**src/rtl/pwm_counter.sv**
```systemverilog
// pwm_counter: prescaled up/down period counter with shadowed period, prescale and direction.
// Latency: count_val, period_act and wrap are registered and change one clk after the tick that causes them.
// Backpressure: none; en holds the counter and prescaler, count_reset restarts it synchronously.
//
// Ports:
//   clk, rst          rising-edge clock, asynchronous active-high reset
//   en                count enable (low: counter, prescaler and shadows hold)
//   count_reset       one-cycle synchronous restart, wins over en and over a tick
//   period[15:0]      requested period in ticks (taken into the shadow only on load events)
//   prescale[7:0]     requested divider, one tick every prescale+1 clks
//   dir               requested direction, 0 = up, 1 = down
//   count_val[15:0]   current count
//   period_act[15:0]  shadowed period currently in force
//   wrap              one-clk pulse in the cycle count_val takes its wrapped value
module pwm_counter (
  input  logic        clk,
  input  logic        rst,
  input  logic        en,
  input  logic        count_reset,
  input  logic [15:0] period,
  input  logic [7:0]  prescale,
  input  logic        dir,
  output logic [15:0] count_val,
  output logic [15:0] period_act,
  output logic        wrap
);

  logic [15:0] count_q, count_d;
  logic [15:0] period_act_q, period_act_d;
  logic [7:0]  prescale_act_q, prescale_act_d;
  logic        dir_act_q, dir_act_d;
  logic [7:0]  presc_cnt_q, presc_cnt_d;
  logic        wrap_q, wrap_d;
  logic        en_prev_q;

  logic        en_rise;
  logic [15:0] eff_period;
  logic [7:0]  eff_prescale;
  logic        eff_dir;
  logic        tick;
  logic        degen;
  logic        wrap_ev;
  logic [15:0] start_val;

  // en_prev_q resets low, so the first clk after reset with en high counts as an
  // enable edge and loads the shadows.
  assign en_rise = en & ~en_prev_q;

  // On an enable edge the freshly requested settings govern this very cycle, so a
  // resumed count is judged (and clamped if needed) against the new period.
  assign eff_period   = en_rise ? period   : period_act_q;
  assign eff_prescale = en_rise ? prescale : prescale_act_q;
  assign eff_dir      = en_rise ? dir      : dir_act_q;

  // >= rather than == so a prescaler left above a smaller new divider still ticks.
  assign tick  = en & (presc_cnt_q >= eff_prescale);
  assign degen = (eff_period < 16'd2);

  // Wrap condition covers both the natural period end and the out-of-range clamp.
  always_comb begin
    wrap_ev = 1'b0;
    if (degen) begin
      wrap_ev = 1'b1;
    end else if (!eff_dir) begin
      wrap_ev = (count_q >= (eff_period - 16'd1));
    end else begin
      wrap_ev = (count_q == 16'd0) || (count_q >= eff_period);
    end
  end

  // Every wrap and every restart reloads the shadows, so the value the count lands on
  // is always derived from the newly requested period and direction.
  assign start_val = (dir && (period >= 16'd2)) ? (period - 16'd1) : 16'd0;

  always_comb begin
    count_d        = count_q;
    period_act_d   = period_act_q;
    prescale_act_d = prescale_act_q;
    dir_act_d      = dir_act_q;
    presc_cnt_d    = presc_cnt_q;
    wrap_d         = 1'b0;

    if (count_reset) begin
      period_act_d   = period;
      prescale_act_d = prescale;
      dir_act_d      = dir;
      presc_cnt_d    = 8'd0;
      count_d        = start_val;
    end else if (en) begin
      presc_cnt_d = tick ? 8'd0 : (presc_cnt_q + 8'd1);
      if (en_rise || (tick && wrap_ev)) begin
        period_act_d   = period;
        prescale_act_d = prescale;
        dir_act_d      = dir;
      end
      if (tick) begin
        wrap_d = wrap_ev;
        if (wrap_ev) begin
          count_d = start_val;
        end else if (eff_dir) begin
          count_d = count_q - 16'd1;
        end else begin
          count_d = count_q + 16'd1;
        end
      end
    end
  end

  always_ff @(posedge clk or posedge rst) begin
    if (rst) begin
      count_q        <= 16'd0;
      period_act_q   <= 16'd0;
      prescale_act_q <= 8'd0;
      dir_act_q      <= 1'b0;
      presc_cnt_q    <= 8'd0;
      wrap_q         <= 1'b0;
      en_prev_q      <= 1'b0;
    end else begin
      count_q        <= count_d;
      period_act_q   <= period_act_d;
      prescale_act_q <= prescale_act_d;
      dir_act_q      <= dir_act_d;
      presc_cnt_q    <= presc_cnt_d;
      wrap_q         <= wrap_d;
      en_prev_q      <= en;
    end
  end

  assign count_val  = count_q;
  assign period_act = period_act_q;
  assign wrap       = wrap_q;

endmodule

```
**config.mk**
```make
export PLATFORM = sky130hd
export DESIGN_NAME = pwm_counter
export DESIGN_NICKNAME = d
export VERILOG_FILES = /design/src/rtl/pwm_counter.sv
export SDC_FILE = /design/constraint.sdc
export NUM_CORES = 1
export LEC_CHECK = 0
export ABC_AREA = 1
export CAP_MARGIN = 10
export CORE_MARGIN = 3
export CORE_UTILIZATION = 45
export DETAILED_ROUTE_END_ITERATION = 12
export PLACE_DENSITY = 0.67
export RECOVER_POWER = 100
export SKIP_LAST_GASP = 1
export SLEW_MARGIN = 40
export SYNTH_ARGS = -nofsm -noshare
export SYNTH_HDL_FRONTEND = slang
export SYNTH_SLANG_ARGS = --single-unit
```
**constraint.sdc**
```tcl
create_clock -name clk -period 6.7 [get_ports clk]
set_input_delay 1.005 -clock clk [delete_from_list [all_inputs] [get_ports clk]]
set_output_delay 1.005 -clock clk [all_outputs]
set_load 0.01 [all_outputs]
```
==> flow_summary.yaml <==
layout:
  areaGrowthSynthToFinish_pct: 13.60
  drive_gt1_share_pct: 5.692
  layout_common_cells: "nand2_1 (202), inv_1 (69), nor2_1 (62), nand3_1 (56)"
  nets: 853
  antennaDiodeCount: 0
  final_common_cell: "nand2_1"
  post-route-util_pct: 52.70
status:
  failed_checks: "max-capacitance violations, max-slew violations"
  outcome: "finished, violations left"
clock_tree:
  cts.sinks: 51
  root_buffer: "clkbuf_8"
  clock_latency_ps: 320
  cts.clk_slew.worst_paths_ps: 100
  post_cts_buffers: 0
  cts-resized-gates: 0
  cts_tree: "done"
  clockBufferDepth: 2
  cts_buffers: 5
  htreeDepth: 2
  cts_hold_buf: 0
global_route:
  grt_overflow: 0
  grtUsageTotal_pct: 21.86
  grt_pass1_wl_mm: 22.63
  grt_pass1_vias: 4655
  grt_antenna_before_repair: 0
  grt_max_degree: 52
placed_design:
  portBuffers: 61
  routabilityCongestion: 0.8965
  preCtsSetupSlack_ps: 1083
  dpl.hpwl_mm: 10.59
floorplan:
  start_util_pct: 46.39
  rows: 38
  coreArea_um2: 10890
  design.die.area_um2: 12530
  io-pin-count: 62
  die_h_um: 111.9
  fp.dieW_um: 111.9
timing:
  fmax_mhz: 175.1
  setup_ws_ps: 987.5
  period_minus_slack_ps: 5713
  fin_crit_sh_pct: 85.26
  slew_headroom_pct: -85.73
  hold_violations: 0
  tns_ps: 0
  finalClockSkew_ps: 11.15
  finalMaxSlewViolations: 52
  worstMarginPinSlew_ps: 2786
  rsz0062_at_grt: "false"
  finalSetupViolCount: 0
synthesis:
  synth.ff_latch_count: 51
  ys_warn_count: 0
  synth_fp_nets: 799
  syn_area_per_cell_um2: 7.035
  synth_cell_types: 47
  synthesis.area_um2: 5051
  synth.yosys.seq_area_share_pct: 25.27
  synth_cells: 718
drt:
  drtIter0Drc: 249
  drc: 0
  vias: 4806
  post_drt_via_cell_ratio: 5.264
  routedWlPerCell_um: 14.78
  drt_wl_total_mm: 13.49
  drt_pass1_iterations: 4
  drtAntennaViolNets: 0
worst_hold_path:
  hold_class: "reg -> reg"
  min_path_cells: 2
power:
  pwr_density_cell_nw_per_um2: 266.2
  cellLeakagePower_nw: 2.948
  irDropWorstVdd_mv: 0.1409
worst_setup_path:
  cp_common_cell: "nand2_1"
  path_class: "in -> reg"
  slowest_stage: "dlygate4sd3_1"
  crit_chain: "dlygate4sd3_1, nand2_4, nand2_1, nand2_1, nor2_1, nand3_1, nor3_2, nand2_1, nor3b_1, nand3_1, xnor2_1, ha_1, nand2_1, inv_1, nand3_1, inv_1, a21oi_1, nand3_1, a21oi_4, buf_4, nand2_2, nand2_1, nand2_8, o21ai_0"
  startpoint_type: "input port"
  end_kind: "register"
  path_max_fanout: 45
  cp_slowest_stage_delay_ps: 790
  cp.required_ps: 6930
  crit_arrival_ps: 5940
  reg2reg_depth: 24
flow_run:
  max-cap-violations: 1
## logic make-up after synthesis
group                    Yosys count  share of synthesized area (%)
AND/OR/NAND/NOR                  383                          34.28
buffers and inverters             95                          8.273
flip-flops                        51                          25.27
AO/OA/AOI/OAI                    103                          13.25
adder cells (fa/ha/maj)           52                          13.03
XOR/XNOR                          34                          5.896
## synth_stat cells, drive strengths merged
library cell | count | area [um^2]
nand2 | 208 | 839.6
inv | 76 | 285.3
nor2 | 63 | 239.0
nand3 | 57 | 295.3
o21ai | 52 | 365.4
dfrtp | 51 | 1276
ha | 51 | 638.1
a21oi | 38 | 201.5
xor2 | 26 | 227.7
nand4 | 24 | 150.1
nor3 | 13 | 81.33
buf | 10 | 98.84
xnor2 | 8 | 70.07
clkbuf | 6 | 22.52
nor4 | 5 | 31.28
or2 | 5 | 31.28
nand3b | 4 | 30.03
a21o | 3 | 22.52
clkinv | 3 | 11.26
nor3b | 3 | 27.52
a21boi | 1 | 7.510
a22o | 1 | 8.760
a31o | 1 | 8.760
a32o | 1 | 10.01
and3 | 1 | 6.260
fa | 1 | 20.02
o2111ai | 1 | 8.760
o211ai | 1 | 7.510
o21a | 1 | 7.510
o21bai | 1 | 7.510
o22ai | 1 | 6.260
o31ai | 1 | 7.510
## sequential cells by signal, summed over array words and instances, names as in the netlist
| name | cells |
|---|---|
| count_val | 16 |
| dir_act_q | 1 |
| en_prev_q | 1 |
| period_act | 16 |
| presc_cnt_q | 8 |
| prescale_act_q | 8 |
| wrap | 1 |
## final cells by class
type,instances,area (um^2)
tap,140,175.2
sequential,51,1276
clock buffer,6,72.57
clock inverter,2,17.52
inverter,79,296.5
timing repair buffer,63,621.8
fill,1117,5150
multi-input combinational,572,3278
## where the power goes
part           switching, mW  internal [mW]  total [mW]
combinational          0.513          0.365       0.878
sequential             0.103          0.360       0.463
clock                  0.111         0.0753       0.186
total                  0.726          0.801        1.53
## metrics by stage
stage / instances / total power [mW] / area (um^2) / hold WS, ps
finish: 913 / 1.527 / 5738 / 524.9
global route: 913 / 1.681 / 5738 / 557.5
CTS: 913 / 1.566 / 5821 / 525.5
detailed placement: 905 / 1.374 / 5731 / 498.6
global placement: 905 / 1.359 / 5731 / 494.6
floorplan: 718 / 1.077 / 5051 / 475.9
## per-layer routing
| layer | track usage (%) | part of all wire, % | routed length, um |
|---|---|---|---|
| met1 | 32.37 | 50 | 6687 |
| met2 | 34.49 | 44 | 5970 |
| met3 | 2.717 | 5.1 | 694 |
| met4 | 4.407 | 1.1 | 142 |
| met5 | 0 | 0 | 0 |
## worst max-delay path: cells and delay by family
kind                       cells  cell delay [ps]
AOI/OAI and AO/OA              3              500
adders and majority gates      1              300
and+or+nand+nor               15             2820
xor gates and xnor gates       1              160
buffers and inverters          4             1120
## final timing paths
check,from,to,slack (ps)
worst max-delay path,en,period_act[1],990
worst min-delay path,prescale_act_q[0],prescale_act_q[0],520
worst max register to register,en_prev_q,period_act[1],2050
worst min register to register,prescale_act_q[0],prescale_act_q[0],520
max in group asynchronous,rst,period_act[12],2960
min in group asynchronous,rst,prescale_act_q[1],2160
Power figures use the tool's default switching activity.
